<file path="config.mk">
export PLATFORM = sky130hd
export DESIGN_NAME = linebuffer_seq
export DESIGN_NICKNAME = d
export VERILOG_FILES = /design/src/rtl/linebuffer_seq.sv
export SDC_FILE = /design/constraint.sdc
export NUM_CORES = 1
export LEC_CHECK = 0
export CAP_MARGIN = 25
export CORE_MARGIN = 2
export CORE_UTILIZATION = 55
export CTS_CLUSTER_SIZE = 20
export DETAILED_ROUTE_END_ITERATION = 10
export DONT_BUFFER_PORTS = 1
export PLACE_DENSITY = 0.7
export SLEW_MARGIN = 15
export SYNTH_ARGS = -nofsm -noshare
export SYNTH_HDL_FRONTEND = slang
export SYNTH_SLANG_ARGS = --single-unit
</file>
<file path="constraint.sdc">
create_clock -name clk -period 5.22 [get_ports clk]
set_clock_uncertainty 0.15 [all_clocks]
set_input_delay 0.261 -clock clk [delete_from_list [all_inputs] [get_ports clk]]
set_output_delay 0.261 -clock clk [all_outputs]
set_load 0.02 [all_outputs]
</file>
<file path="src/rtl/linebuffer_seq.sv">
// linebuffer_seq: trims capture lines to line_len, counts lines per frame,
// optionally appends a zero flush line (macro LINEBUFFER_SEQ_FLUSH_EN).
// Ports: clk, rst (async high); vsync_i/de_i/data_i from capture;
//   line_len_i/num_lines_i config; lb_vsync_o/lb_de_o/lb_data_o to line
//   buffer; busy_o, frame_done_o (pulse), line_err_o (sticky), line_count_o.
module linebuffer_seq #(
  parameter int DATA_WIDTH      = 10,
  parameter int MAX_DATA_LENGTH = 1024,
  parameter int MAX_LINES       = 1024,
  parameter int FLUSH_GAP       = 16,
  localparam int LW = $clog2(MAX_DATA_LENGTH + 1),
  localparam int VW = $clog2(MAX_LINES + 1)
) (
  input  logic                  clk,
  input  logic                  rst,
  input  logic                  vsync_i,
  input  logic                  de_i,
  input  logic [DATA_WIDTH-1:0] data_i,
  input  logic [LW-1:0]         line_len_i,
  input  logic [VW-1:0]         num_lines_i,
  output logic                  lb_vsync_o,
  output logic                  lb_de_o,
  output logic [DATA_WIDTH-1:0] lb_data_o,
  output logic                  busy_o,
  output logic                  frame_done_o,
  output logic                  line_err_o,
  output logic [VW-1:0]         line_count_o
);

  localparam int GW = $clog2(FLUSH_GAP + 1);
  localparam logic [GW-1:0] GAP_LAST = GW'(FLUSH_GAP - 1);

  typedef enum logic [2:0] {
    S_IDLE,
    S_ACTIVE,
    S_GAP,
    S_FLUSH,
    S_DONE
  } state_t;

  state_t state_q, state_d;

  logic                  armed_q, armed_d;
  logic [LW-1:0]         len_q, len_d;
  logic [VW-1:0]         nl_q, nl_d;
  logic [LW-1:0]         pc_q, pc_d;
  logic [VW-1:0]         lcnt_q, lcnt_d;
  logic                  dep_q, dep_d;
  logic [GW-1:0]         gap_q, gap_d;
  logic [LW-1:0]         fl_q, fl_d;
  logic                  vs_q, vs_d;
  logic                  de_q, de_d;
  logic [DATA_WIDTH-1:0] data_q, data_d;
  logic                  busy_q, busy_d;
  logic                  done_q, done_d;
  logic                  err_q, err_d;
  logic [VW-1:0]         lcnt_inc;

  assign lcnt_inc = lcnt_q + 1'b1;

  always_comb begin
    state_d = state_q;
    armed_d = armed_q;
    len_d   = len_q;
    nl_d    = nl_q;
    pc_d    = pc_q;
    lcnt_d  = lcnt_q;
    dep_d   = 1'b0;
    gap_d   = gap_q;
    fl_d    = fl_q;
    vs_d    = vsync_i;
    de_d    = 1'b0;
    data_d  = data_q;
    done_d  = 1'b0;
    err_d   = err_q;
    if (vsync_i) begin
      state_d = S_IDLE;
      armed_d = 1'b1;
      pc_d    = '0;
      lcnt_d  = '0;
      err_d   = 1'b0;
    end else begin
      unique case (state_q)
        S_IDLE: begin
          if (armed_q) begin
            armed_d = 1'b0;
            len_d   = line_len_i;
            nl_d    = num_lines_i;
            pc_d    = '0;
            if (line_len_i == '0 || num_lines_i == '0)
              err_d = 1'b1;
            else
              state_d = S_ACTIVE;
          end
        end
        S_ACTIVE: begin
          // dep tracks de only while ACTIVE so entry never fakes a fall
          dep_d = de_i;
          if (de_i) begin
            pc_d = pc_q + 1'b1;
            if (pc_q < len_q) begin
              de_d   = 1'b1;
              data_d = data_i;
            end
          end else if (dep_q) begin
            if (pc_q != len_q)
              err_d = 1'b1;
            lcnt_d = lcnt_inc;
            pc_d   = '0;
            if (lcnt_inc == nl_q) begin
`ifdef LINEBUFFER_SEQ_FLUSH_EN
              state_d = S_GAP;
              gap_d   = '0;
`else
              state_d = S_DONE;
              done_d  = 1'b1;
`endif
            end
          end
        end
        S_GAP: begin
          // last gap cycle already launches the first flush pixel
          if (gap_q == GAP_LAST) begin
            state_d = S_FLUSH;
            de_d    = 1'b1;
            data_d  = '0;
            fl_d    = LW'(1);
          end else begin
            gap_d = gap_q + 1'b1;
          end
        end
        S_FLUSH: begin
          if (fl_q == len_q) begin
            state_d = S_DONE;
            done_d  = 1'b1;
          end else begin
            fl_d   = fl_q + 1'b1;
            de_d   = 1'b1;
            data_d = '0;
          end
        end
        S_DONE: begin
          state_d = S_IDLE;
        end
        default: begin
          state_d = S_IDLE;
        end
      endcase
    end
    busy_d = (state_d == S_ACTIVE) || (state_d == S_GAP) ||
             (state_d == S_FLUSH);
  end

  always_ff @(posedge clk or posedge rst) begin
    if (rst) begin
      state_q <= S_IDLE;
      armed_q <= 1'b0;
      len_q   <= '0;
      nl_q    <= '0;
      pc_q    <= '0;
      lcnt_q  <= '0;
      dep_q   <= 1'b0;
      gap_q   <= '0;
      fl_q    <= '0;
      vs_q    <= 1'b0;
      de_q    <= 1'b0;
      data_q  <= '0;
      busy_q  <= 1'b0;
      done_q  <= 1'b0;
      err_q   <= 1'b0;
    end else begin
      state_q <= state_d;
      armed_q <= armed_d;
      len_q   <= len_d;
      nl_q    <= nl_d;
      pc_q    <= pc_d;
      lcnt_q  <= lcnt_d;
      dep_q   <= dep_d;
      gap_q   <= gap_d;
      fl_q    <= fl_d;
      vs_q    <= vs_d;
      de_q    <= de_d;
      data_q  <= data_d;
      busy_q  <= busy_d;
      done_q  <= done_d;
      err_q   <= err_d;
    end
  end

  assign lb_vsync_o   = vs_q;
  assign lb_de_o      = de_q;
  assign lb_data_o    = data_q;
  assign busy_o       = busy_q;
  assign frame_done_o = done_q;
  assign line_err_o   = err_q;
  assign line_count_o = lcnt_q;

endmodule

</file>
==> run metrics, run 1 <==
synthesis-stage register bit count 80; Slew Viols, Final 0; Remaining Overflow, GRT 0; slowest CP cell dlygate4sd3_1; Root Driver clkbuf_8; Initial Utilization 56.6%; # setup viols final 0; worst-margin pin slew 0.828 ns; DRC 0; worst path required time between 5 and 6 ns; Clock Sinks 80; global routing usage on met1 30.1%; top_reg_cell synth dfrtp_1; DR vias roughly 3.2k; EDFF count, synth 0; grt peak-use layer met2; power per cell area 321 nW/µm²; Diodes inserted 0; Non-Filler Instances 570; CTS tree done; syn_area_per_cell 10.1 µm²; port bufs 0; Critical R2R Capture lb_data_o[9]; final WL 9320 µm; Setup crit end kind flip-flop; CTS Buffer Depth 2; worst reg2reg setup slack 2.39 ns; Global Route Usage Sum 23.5%; Post-synth ARST share 100%; crit path max fanout 14; proportion of layout cells with a drive suffix above 1 13.0%; max incr delay on CP 0.93 ns; nets 515; Placed Cells 520; final period utilization 55.0%; first-pass GRT wire length 15800 µm; met2 track demand over resource 38.9%; WHS Endpoint pc_q[4]; vias per cell 5.64; Area Overhead vs Synth 14.0%; fin crit period 2.87 ns; Top delay family on crit path buffers and inverters; ANT nets after route 0; I/O pin count 62; RSZ-0062 raised after global routing no; Max-slew headroom 44.8%; Post-CTS Resized 0; worst setup path class input port to flip-flop; WL per Instance 16.4 µm; worst skew pair latency between 0.3 and 0.4 ns; Worst setup SP type input port; row count 32; outcome finished clean; worst reg2reg path startpoint state_q[0]; Num CTS Buffers 9; leak pwr 2.26 nW; hold_sp de_i; syn nets between 400 and 500; endpoints failing hold 0; Buf/Inv on CP 2; fmax 349 MHz; Yosys Warn Count 0; first drt pass iteration count 4; # fillers 634; Mapped Area 4350 µm²; post-synthesis cell type count 56; die area 8640 µm²; initial antenna violation count 0; cts hold-fix bufs 34; DP HPWL around 6600 µm; hold slack final 0.0394 ns; sequential fraction of the synthesis area a little under half; Die H ~93 µm; post-CTS setup buffers 0; Worst-path clk slew 0.09 ns; Iteration-0 DRC Markers 187; M3 GR Usage under 10%; total chip power between 0.0015 and 0.002 W; Mapped Cells 430; final setup TNS 0 ns; # H-tree levels 3; Max Cap Violations 0; sequence of cells on the critical path dlygate4sd3_1, inv_2, and3_1, nand2_1, nor3_1, a21oi_2, mux2i_1; gp weighted congestion ~0.86; Worst VDD drop 0.242 mV; die width 92.9 µm; Worst Path Arrival 2.99 ns; Worst R2R Path Depth 6; vias in the first global route 3304; hold path depth 3; hold crit path type input port to flip-flop; largest net degree at the start of global routing 68; Core ar. 7690 µm²
## Yosys cell counts, drive strengths merged (2+ instances only)
cell type	count	share of area (%)
buf	7	1.1
mux2i	13	3.0
nand2	32	2.8
nor3	9	1.3
nand2b	4	0.58
o31ai	3	0.52
mux2	23	6.0
nor4	10	1.8
a211oi	2	0.35
nor2b	4	0.58
nand4	8	1.3
nand3	22	2.6
dfrtp	80	46
nor4b	4	1.2
and2	2	0.29
ha	16	4.6
and3	13	1.9
clkbuf	7	0.60
o21ai	25	2.9
xor2	10	2.0
a21oi	9	1.1
xnor2	34	7.0
a22o	3	0.60
inv	29	2.5
or3	3	0.43
or2	2	0.35
nor2	40	3.7
nor3b	3	0.52
## layer usage
metal  vias to the layer above  share of wire, %
li1                       1555                 -
met1                      1582                45
met2                        69                49
met3                        11               4.2
met4                         0               1.6
met5                         -                 0
## power by group
| group | switching, W | internal [W] |
|---|---|---|
| Sequential | 0.000132 | 0.000716 |
| Clock | 0.000247 | 0.000192 |
| Combinational | 0.000143 | 0.000164 |
| Total | 0.000522 | 0.00107 |
## cells in the final DEF (no fill, tap or decap), types with 7 or more instances in the layout
cell type       n
a21oi_1         8
and3_1         11
clkbuf_8       10
dfrtp_1        80
dlygate4sd3_1  34
ha_1           16
inv_1          27
mux2_2         23
mux2i_1        13
nand2_1        32
nand3_1        21
nand4_1         7
nor2_1         38
nor3_1          7
nor4_1          9
o21ai_0        24
xnor2_1        33
xor2_1         10
## per-stage QoR
step / setup WS (ns) / area [µm²] / utilization (%)
floorplan: 2.76 / 4350 / -
global placement: 2.51 / 4410 / 57.4
detailed placement: 2.40 / 4430 / 57.6
CTS: 2.33 / 4960 / 64.5
global route: 2.12 / 4960 / 64.5
finish: 2.35 / 4960 / 64.5
## layout make-up
type / instances / area, µm² / share of cell area [%]
Clock buffer: 10 / 138 / 2.77
Clock inverter: 6 / 53.8 / 1.08
Inverter: 30 / 114 / 2.30
Multi-Input combinational cell: 306 / 2160 / 43.6
Sequential cell: 80 / 2000 / 40.4
Tap cell: 102 / 128 / 2.57
Timing Repair Buffer: 36 / 363 / 7.31
## worst max-delay path by stage
stage,from,to,cells after the start
final,vsync_i,lb_data_o[9],7
after global placement,state_q[0],lb_data_o[0],6
after global routing,vsync_i,lb_data_o[7],7
after detailed placement,state_q[0],lb_data_o[9],6
after CTS,vsync_i,lb_data_o[9],7
after floorplan,rst,armed_q,1
## worst min-delay path: cells and delay by family
family,cells,cell delay (ns)
AND/OR/NAND/NOR,1,0.12
AO/OA/AOI/OAI,2,0.13
## state kept, by name, indices dropped and copies added (netlist names), 3 cells and up
| register | flops |
|---|---|
| lb_data_o | 10 |
| fl_q | 11 |
| len_q | 11 |
| pc_q | 11 |
| line_count_o | 11 |
| nl_q | 11 |
| gap_q | 5 |
| state_q | 3 |
## cell families after synthesis
group / synth area share, %
fa+ha+maj: 4.60
simple gates: 19.7
mux: 8.94
xor+xnor: 9.03
compound gates: 7.45
flops: 46.0
buf+inv: 4.26
(Power assumes the default switching activity.)
==> inputs of run 2 (changes only) <==
Clock period 5.22 ns to 2.94 ns, I/O delays scaled along.
==> run metrics, run 2 (synthesized netlist as in run 1, its figures left out) <==
gp weighted congestion 0.884; CP startpoint len_q[8]; row count 32; DR vias 3246; final WL 9330 µm; Max Cap Violations 0; worst skew pair latency about 0.37 ns; Worst R2R Path Depth 8; Worst setup SP type flip-flop; Worst VDD drop 0.346 mV; Remaining Overflow, GRT 0; die area roughly 8600 µm²; fin crit period 2.53 ns; worst setup path class flip-flop to flip-flop; first-pass GRT wire length around 16000 µm; Slew Viols, Final 0; sequence of cells on the critical path inv_1, ha_1, nand2_1, or2_2, a211oi_1, nor3_1, a21oi_2, mux2i_1; port bufs 0; Clock Sinks 80; Critical R2R Capture lb_data_o[5]; post-CTS setup buffers 0; WL per Instance 16.2 µm; RSZ-0062 raised after global routing no; DP Area 4470 µm²; Die H 92.9 µm; max incr delay on CP 0.60 ns; hold crit path type input port to flip-flop; initial antenna violation count 0; crit path max fanout 11; Iteration-0 DRC Markers 109; # H-tree levels 3; worst reg2reg path startpoint len_q[8]; Worst-path clk slew roughly 0.1 ns; fmax 396 MHz; Top delay family on crit path compound AO/OA/AOI/OAI gates; I/O pin count 62; nets about 520; Buf/Inv on CP 1; proportion of layout cells with a drive suffix above 1 14.1%; # fillers 634; worst path required time 3.07 ns; # setup viols final 0; outcome finished clean; Core ar. 7690 µm²; worst-margin pin slew about 0.84 ns; ANT nets after route 0; Worst Path Arrival ~2.7 ns; vias per cell 5.63; Max-slew headroom 44.3%; Num CTS Buffers 9; cts hold-fix bufs 35; commonest non-fill, non-tap cell in the layout dfrtp_1; endpoints failing hold 0; Critical Path Stages 8; Setup crit end kind flip-flop; Initial Utilization 56.6%; Diodes inserted 0; Global Route Usage Sum 23.5%; Area Overhead vs Synth 15.1%; final setup TNS 0 ns; CTS Buffer Depth 2; CTS tree done; Post-CTS Resized 0; DRC 0; first drt pass iteration count 5; DP HPWL 6630 µm; slowest CP cell a21oi_2; Core Util, Final 65.1%; worst reg2reg setup slack 0.41 ns; Root Driver clkbuf_8; Setup crit end lb_data_o[5]; largest net degree at the start of global routing 49; leak pwr 2.29 nW; post-route cell area 5010 µm²; commonest non-fill, non-tap cells in the layout dfrtp_1 (80), nor2_1 (38), dlygate4sd3_1 (35); vias in the first global route 3323; die width 92.9 µm; final period utilization a little under nine tenths; power per cell area 571 nW/µm²
-- run 2: worst min path at each step --
stage / startpoint / endpoint / slack, ns / cells past startpoint
2_1_floorplan: vsync_i / lb_vsync_o / 0.03 / 0
3_3_place_gp: vsync_i / lb_vsync_o / 0.03 / 0
3_5_place_dp: vsync_i / lb_vsync_o / 0.03 / 0
4_1_cts: num_lines_i[4] / state_q[0] / 0.01 / 4
5_1_grt: num_lines_i[4] / state_q[0] / 0.08 / 4
6_report: num_lines_i[4] / state_q[0] / 0.03 / 4
-- run 2: final cells by class --
class / count / area (µm²) / area share (%)
Inverter: 30 / 114 / 2.27
Tap cell: 102 / 128 / 2.55
Multi-Input combinational cell: 306 / 2160 / 43.2
Timing Repair Buffer: 43 / 410 / 8.20
Clock inverter: 6 / 51.3 / 1.02
Clock buffer: 10 / 138 / 2.75
Sequential cell: 80 / 2000 / 40.0
-- run 2: worst min-delay path, delay by kind of cell --
family          cells  cell delay (ns)
simple gates        2             0.20
compound gates      2             0.15
-- run 2: metal layers --
layer | vias up | share of wire (%) | global-route usage (%)
met5 | - | 0 | 0
met4 | 0 | 1.9 | 8.82
met3 | 19 | 5.2 | 5.70
met2 | 94 | 48 | 37.6
met1 | 1566 | 45 | 31.1
li1 | 1567 | - | -
-- run 2: power breakdown --
part	leakage (nW)	internal, W	total (W)	switching [W]
Clock	0.0939	0.000342	0.000789	0.000448
Combinational	1.19	0.000296	0.000564	0.000268
Sequential	1.01	0.00127	0.00150	0.000233
Total	2.29	0.00191	0.00286	0.000949
-- run 2: per-stage QoR --
step	total power (W)	setup slack (ns)	instances	hold slack [ns]
after floorplan	0.00191	0.591	430	0.0284
after global placement	0.00202	0.486	526	0.0305
after detailed placement	0.00205	0.434	526	0.0304
after CTS	0.00288	0.455	577	0.0131
after global routing	0.00301	0.248	577	0.0765
final	0.00286	0.412	577	0.0263
